<file path="src/rtl/rr_rsp_router_idx_fifo.sv">
// In-order FIFO of source indices for the response router.
// Depth need not be a power of two; pointers wrap explicitly at Depth-1.
module idx_fifo #(
    parameter int unsigned Width    = 2,
    parameter int unsigned Depth    = 8,
    parameter int unsigned CntWidth = $clog2(Depth + 1)
) (
    input  logic                clk_i,
    input  logic                rst_i,
    input  logic                flush_i,
    input  logic                push_i,
    input  logic [Width-1:0]    data_i,
    input  logic                pop_i,
    output logic [Width-1:0]    data_o,
    output logic                full_o,
    output logic                empty_o,
    output logic [CntWidth-1:0] count_o
);
    localparam int unsigned PtrWidth = (Depth > 1) ? $clog2(Depth) : 1;
    localparam logic [PtrWidth-1:0] LastPtr = PtrWidth'(Depth - 1);

    logic [Width-1:0]    mem [Depth];
    logic [PtrWidth-1:0] wr_ptr, rd_ptr;
    logic [CntWidth-1:0] count;
    logic                do_push, do_pop;

    assign full_o  = (count == CntWidth'(Depth));
    assign empty_o = (count == '0);
    assign count_o = count;
    assign data_o  = mem[rd_ptr];
    assign do_push = push_i & ~full_o;
    assign do_pop  = pop_i & ~empty_o;

    always_ff @(posedge clk_i or posedge rst_i) begin
        if (rst_i) begin
            wr_ptr <= '0;
            rd_ptr <= '0;
            count  <= '0;
        end else if (flush_i) begin
            wr_ptr <= '0;
            rd_ptr <= '0;
            count  <= '0;
        end else begin
            if (do_push) wr_ptr <= (wr_ptr == LastPtr) ? '0 : wr_ptr + 1'b1;
            if (do_pop)  rd_ptr <= (rd_ptr == LastPtr) ? '0 : rd_ptr + 1'b1;
            if (do_push && !do_pop)      count <= count + 1'b1;
            else if (do_pop && !do_push) count <= count - 1'b1;
        end
    end

    // Storage needs no reset: an entry is only read once count covers it.
    always_ff @(posedge clk_i) begin
        if (do_push && !flush_i) mem[wr_ptr] <= data_i;
    end

endmodule

</file>
<file path="src/rtl/rr_rsp_router.sv">
// Routes in-order downstream responses back to the requester that issued them.
// The tracked source index at the FIFO head decodes the valid and selects the ready.
module rr_rsp_router #(
    parameter int unsigned NumOut    = 4,
    parameter int unsigned DataWidth = 32,
    parameter type         DataType  = logic [DataWidth-1:0],
    parameter int unsigned Depth     = 8,
    parameter int unsigned IdxWidth  = (NumOut > 1) ? $clog2(NumOut) : 1,
    parameter int unsigned CntWidth  = $clog2(Depth + 1)
) (
    input  logic                       clk_i,
    input  logic                       rst_i,
    input  logic                       flush_i,
    input  logic                       req_valid_i,
    input  logic [IdxWidth-1:0]        req_idx_i,
    output logic                       req_ready_o,
    input  logic                       rsp_valid_i,
    input  DataType                    rsp_data_i,
    output logic                       rsp_ready_o,
    output logic [NumOut-1:0]          rsp_valid_o,
    output DataType [NumOut-1:0]       rsp_data_o,
    input  logic [NumOut-1:0]          rsp_ready_i,
    output logic [CntWidth-1:0]        outstanding_o,
    output logic                       err_o
);
    logic [IdxWidth-1:0] head;
    logic                full, empty;
    logic [NumOut-1:0]   head_oh;
    logic                err_q;

    idx_fifo #(
        .Width    (IdxWidth),
        .Depth    (Depth),
        .CntWidth (CntWidth)
    ) u_idx_fifo (
        .clk_i   (clk_i),
        .rst_i   (rst_i),
        .flush_i (flush_i),
        .push_i  (req_valid_i),
        .data_i  (req_idx_i),
        .pop_i   (rsp_valid_i & rsp_ready_o),
        .data_o  (head),
        .full_o  (full),
        .empty_o (empty),
        .count_o (outstanding_o)
    );

    assign req_ready_o = ~full;

    // Out-of-range head indices match no destination, so nothing is routed or accepted.
    always_comb begin
        head_oh = '0;
        for (int k = 0; k < NumOut; k++) begin
            head_oh[k] = ~empty & (head == IdxWidth'(k));
        end
    end

    assign rsp_valid_o = head_oh & {NumOut{rsp_valid_i}};
    assign rsp_ready_o = |(head_oh & rsp_ready_i);

    always_comb begin
        for (int k = 0; k < NumOut; k++) rsp_data_o[k] = rsp_data_i;
    end

    always_ff @(posedge clk_i or posedge rst_i) begin
        if (rst_i)                    err_q <= 1'b0;
        else if (flush_i)             err_q <= 1'b0;
        else if (rsp_valid_i & empty) err_q <= 1'b1;
    end

    assign err_o = err_q;

endmodule

</file>
<file path="config.mk">
export PLATFORM = sky130hd
export DESIGN_NAME = rr_rsp_router
export DESIGN_NICKNAME = d
export VERILOG_FILES = /design/src/rtl/rr_rsp_router_idx_fifo.sv /design/src/rtl/rr_rsp_router.sv
export SDC_FILE = /design/constraint.sdc
export NUM_CORES = 1
export LEC_CHECK = 0
export BUFFER_PORTS_ARGS = -buffer_cell sky130_fd_sc_hd__buf_4
export CAP_MARGIN = 10
export CORE_ASPECT_RATIO = 0.75
export CORE_UTILIZATION = 44
export CTS_CLUSTER_DIAMETER = 40
export DETAILED_ROUTE_END_ITERATION = 6
export GPL_TIMING_DRIVEN = 0
export PLACE_DENSITY = 0.87
export REMOVE_ABC_BUFFERS = 1
export SLEW_MARGIN = 20
export SYNTH_ARGS = -nofsm -noshare
export SYNTH_HDL_FRONTEND = slang
export SYNTH_SLANG_ARGS = --single-unit
</file>
<file path="constraint.sdc">
create_clock -name clk_i -period 7.86 [get_ports clk_i]
set_input_delay 1.179 -clock clk_i [delete_from_list [all_inputs] [get_ports clk_i]]
set_output_delay 1.179 -clock clk_i [all_outputs]
set_load 0.1 [all_outputs]
</file>
# [After elaboration in Yosys (flattened, before gate mapping)]
# Memories as Yosys holds them, arrays and structs flattened.
# Cells that the tools add are included.
[word_totals] n_memories=1 input_bits=43 elab_cells=53 romBits=0 out_inout_bits=139 ram_bits=16 latch_bits=0 reg_bits=11
[classes] n_eq_ne=6 add_sub_neg=4 order_cmp=0 n_mux=13 n_shift=0 n_mul=0 n_bitwise=12 reduce_logical=13 div_mod_pow=0
[mem_list] memory="u_idx_fifo.mem" words=8 width=2 read_ports=1 rd_clocked_by_memory_dff=0 wr=1 line_no="rr_rsp_router_idx_fifo.sv:22" text="logic [Width-1:0] mem [Depth];"
[ops] operator="$mux W3" count=6
[ops] operator="$mux W4" count=3
[ops] operator="$and A1 B1 Y1" count=8
[ops] operator="$and A4 B4 Y4" count=2
[ops] operator="$add A3 B1 Y3 const B" count=2
[ops] operator="$eq A3 B3 Y1 const B" count=2
[ops] operator="$reduce_bool A2 Y1" count=3
[ops] operator="$add A4 B1 Y4 const B" count=1
[ops] operator="$eq A2 B2 Y1 const B" count=2
[ops] operator="$eq A4 B4 Y1 const B" count=1
[ops] operator="$logic_not A4 Y1" count=1
[ops] operator="$mux W1" count=4
[ops] operator="$reduce_or A4 Y1" count=1
[ops] operator="$sub A4 B1 Y4 const B" count=1
[ops] operator="$logic_and A1 B1 Y1" count=3
[ops] operator="$logic_not A1 Y1" count=3
[ops] operator="$reduce_bool A3 Y1" count=1
[ops] operator="$eq A2 B1 Y1 const B" count=1
[ops] operator="$logic_not A2 Y1" count=1
[ops] operator="$not A1 Y1" count=2

# [Longest topological paths before layout]
[depth] ltp_word=11 ltp_mapped=11 ltp_nobuf=10

# [Modules after synthesis]
# From an unflattened synthesis, not the netlist that was laid out.
[unflattened] hier_cells=244 hier_area_um2=2434.8
[modules_own_cells] mod="idx_fifo" n_inst=1 cells_per_inst=104 area_each_um2=1353.8
[modules_own_cells] mod="rr_rsp_router" n_inst=1 cells_per_inst=140 area_each_um2=1081.0

# [Least setup slack after synthesis]
# OpenSTA, ideal clock, no wires.
[synth_path] kind="reg-to-output" startpoint="register u_idx_fifo.rd_ptr[0]" endpoint="output port rsp_ready_o" arrival_time_ns=3.102 slack_ns=3.579 stages_incl_launch_ff=6 path_cell_list="dfrtp_1 -> buf_6 -> mux2_4 -> mux4_2 -> mux4_2 -> nor2_1"
[synth_between] elab_chain_cells=5 word_cells_on_any_way=11
[synth_rtl] element="start, declared" line_no="rr_rsp_router_idx_fifo.sv:23" text="logic [PtrWidth-1:0] wr_ptr, rd_ptr;"
[synth_rtl] element="start signal, assigned" line_no="rr_rsp_router_idx_fifo.sv:45" text="if (do_pop) rd_ptr <= (rd_ptr == LastPtr) ? '0 : rd_ptr + 1'b1;"
[synth_rtl] element="$mem_v2 Z8 W2 (*)"
[synth_rtl] element="$eq A2 B1 Y1 (tied with other cells)" line_no="rr_rsp_router.sv:54" text="head_oh[k] = ~empty & (head == IdxWidth'(k));"
[synth_rtl] element="$and A1 B1 Y1" line_no="rr_rsp_router.sv:54"
[synth_rtl] element="$and A4 B4 Y4 (*)" line_no="rr_rsp_router.sv:59" text="assign rsp_ready_o = |(head_oh & rsp_ready_i);"
[synth_rtl] element="$reduce_or A4 Y1 (*)" line_no="rr_rsp_router.sv:59"
[synth_rtl] element="end, declared" line_no="rr_rsp_router.sv:19" text="output logic rsp_ready_o,"
# Mark *: on every way between the ends. The rest lies on a longest branch, timed or not.

# [Final worst setup path]
# Same ends and word-level chain as after synthesis.

==> run metrics <==
Setup Slack @ Placement 4271 ps; Netlist Area Pre-Place 2424 µm²; ys async rst share 0.4074; Nets 195; CP Capture Type output pin; most frequent cells in the layout buf_4, nor2_1, edfxtp_1; Final Hold Fails 0; CP Launch Point u_idx_fifo.rd_ptr[0]; power consumption 0.5684 mW; Seq/Total Area, Yosys 0.3118; hold buffers post-CTS 0; total CTS buffers 3; Worst-Margin Slew 707.3 ps; initial antenna violation count 0; chip width 87.70 µm; Num Clock Sinks 27; global-route wire length before repair 10190 µm; CP required 6680 ps; kind of critical path flop to output pin; pins over their slew limit 0; number of synthesized flops with an enable pin 16; IO buf count 21; worst-path maximum fanout 9; GRT Util Overall 0.2734; Tcrit/Tclk final 0.4970; # rows 22; CTS tree done; synth-to-layout area growth -28.03%; GR Overflow Total 0; CP Launch Type flop; setup bufs post-CTS 0; reg2reg start u_idx_fifo.rd_ptr[0]; fin worst setup slack 3954 ps; Yosys top cell area share 0.3965; Ports 182; DRC Markers 0; YS warnings 0; maxcap violations 0; commonest non-fill, non-tap cell in the layout buf_4; clock buffer depth 2; share of cells above drive strength 1 0.2569; Starting DRT DRC Count 106; Post-DP HPWL 6573 µm; clk_lat worst skew 270 ps; wire per inst 37.21 µm; DR pass1 iterations 4; htree depth 1; Antenna Cells 0; core area 5092 µm²; synth top area cells buf_4, edfxtp_1, dfrtp_1; Synth area leader buf_4; met3 WL 1945 µm; Pleak 0.7216 nW; largest net degree at the start of global routing 17; routed wire length 8038 µm; Setup Viol. Count Final 0; post-synthesis cell type count 37; root buffer cell clkbuf_8; status finished clean; maximum vdd drop 0.00009739 V; Power Density 325.9 nW/µm²; Fin Clk Skew 1.230 ps; number of global-route vias before repair 1174; relative slew slack 0.5241; Top Layer Used met5; minimum clock period 3906 ps; Cells after Synth 249; Hold Startpoint err_o; Via-to-Cell Ratio 5.704; CTS clk-pin slew, worst paths 90 ps; initial core utilization 0.4759; Hold WC Path Type flop to flop; metal1 wirelength 1961 µm; DR vias 1232; height of the die 66.28 µm; setup TNS 0 ps; Avg Inst Size Synth 9.733 µm²; Die Area 5812 µm²; Seq cells post-synth 27; WP data arrival 2730 ps; RSZ-0062 raised after global routing no; Met2 Wirelength 3727 µm; main flop type after synthesis edfxtp_1; Post-CTS Resized 0; GP Congestion 0.8818; max frequency 256.0 MHz; antenna-violating nets left 0
-- metrics by stage --
stage | area (µm²) | util | hold WS (ps) | std cells
2_1_floorplan | 1448 | - | 550.5 | 119
4_1_cts | 1744 | 0.3425 | 511.2 | 216
5_1_grt | 1744 | 0.3425 | 572.0 | 216
6_report | 1744 | 0.3425 | 505.8 | 216
3_5_place_dp | 1695 | 0.3329 | 487.4 | 212
3_3_place_gp | 1695 | 0.3329 | 480.1 | 212
-- path summary, 6_finish.rpt --
path                       slack, ps  cells after the start                     to
max in group asynchronous       6630                      2                  err_o
min in group asynchronous        910                      2  u_idx_fifo.count_o[0]
setup / recovery                3950                      5            rsp_ready_o
hold / removal                   510                      2                  err_o
setup reg to reg                4200                     10  u_idx_fifo.count_o[3]
hold reg to reg                  510                      2                  err_o
-- registers in the layout, summed over array words and instances (netlist names) --
| signal | count |
|---|---|
| u_idx_fifo.mem | 16 |
| u_idx_fifo.count_o | 4 |
| u_idx_fifo.rd_ptr | 3 |
| u_idx_fifo.wr_ptr | 3 |
| err_o | 1 |
-- routing by layer --
layer / up-vias / GRT usage
li1: 483 / -
met1: 555 / 0.2022
met2: 171 / 0.4138
met3: 21 / 0.2946
met4: 2 / 0.1455
met5: - / 0.1919
-- report_power, final --
part | internal, mW | switching (mW)
clock network | 0.0360 | 0.0449
logic | 0.0869 | 0.213
registers | 0.165 | 0.0223
total | 0.288 | 0.281
-- cells by family (layout without fill, tap and decap cells) --
family | after synthesis | in the layout | synth area share
mux | 13 | 13 | 0.09034
flops | 27 | 27 | 0.3118
compound gates | 14 | 14 | 0.03820
fa+ha+maj | 7 | 7 | 0.03924
buf+inv | 138 | 33 | 0.4151
xor+xnor | 1 | 1 | 0.003614
simple gates | 49 | 49 | 0.1017
-- synth_stat cells (all sizes together), types with 3 or more instances --
| master | number |
|---|---|
| buf | 129 |
| nor2 | 17 |
| edfxtp | 16 |
| dfrtp | 11 |
| nand2 | 9 |
| inv | 8 |
| a21oi | 7 |
| ha | 6 |
| mux2 | 6 |
| nor3 | 6 |
| mux4 | 5 |
| nand2b | 4 |
| nor2b | 3 |
| o21ai | 3 |
-- layout make-up --
type,instances,area [µm²]
clock inverter,1,7.507
inverter,8,30.03
clock buffer,3,41.29
sequential,27,755.7
fill,499,3348
multi-input combinational,84,661.9
timing repair buffer,21,157.7
tap,72,90.09
-- critical path: stages (launching register included) --
cell,delay (ps)
dfrtp_1,610
mux2_1,360
mux4_2,530
mux4_2,540
nor2_1,120
buf_4,300
No activity file was read; power rests on OpenSTA's default activity.
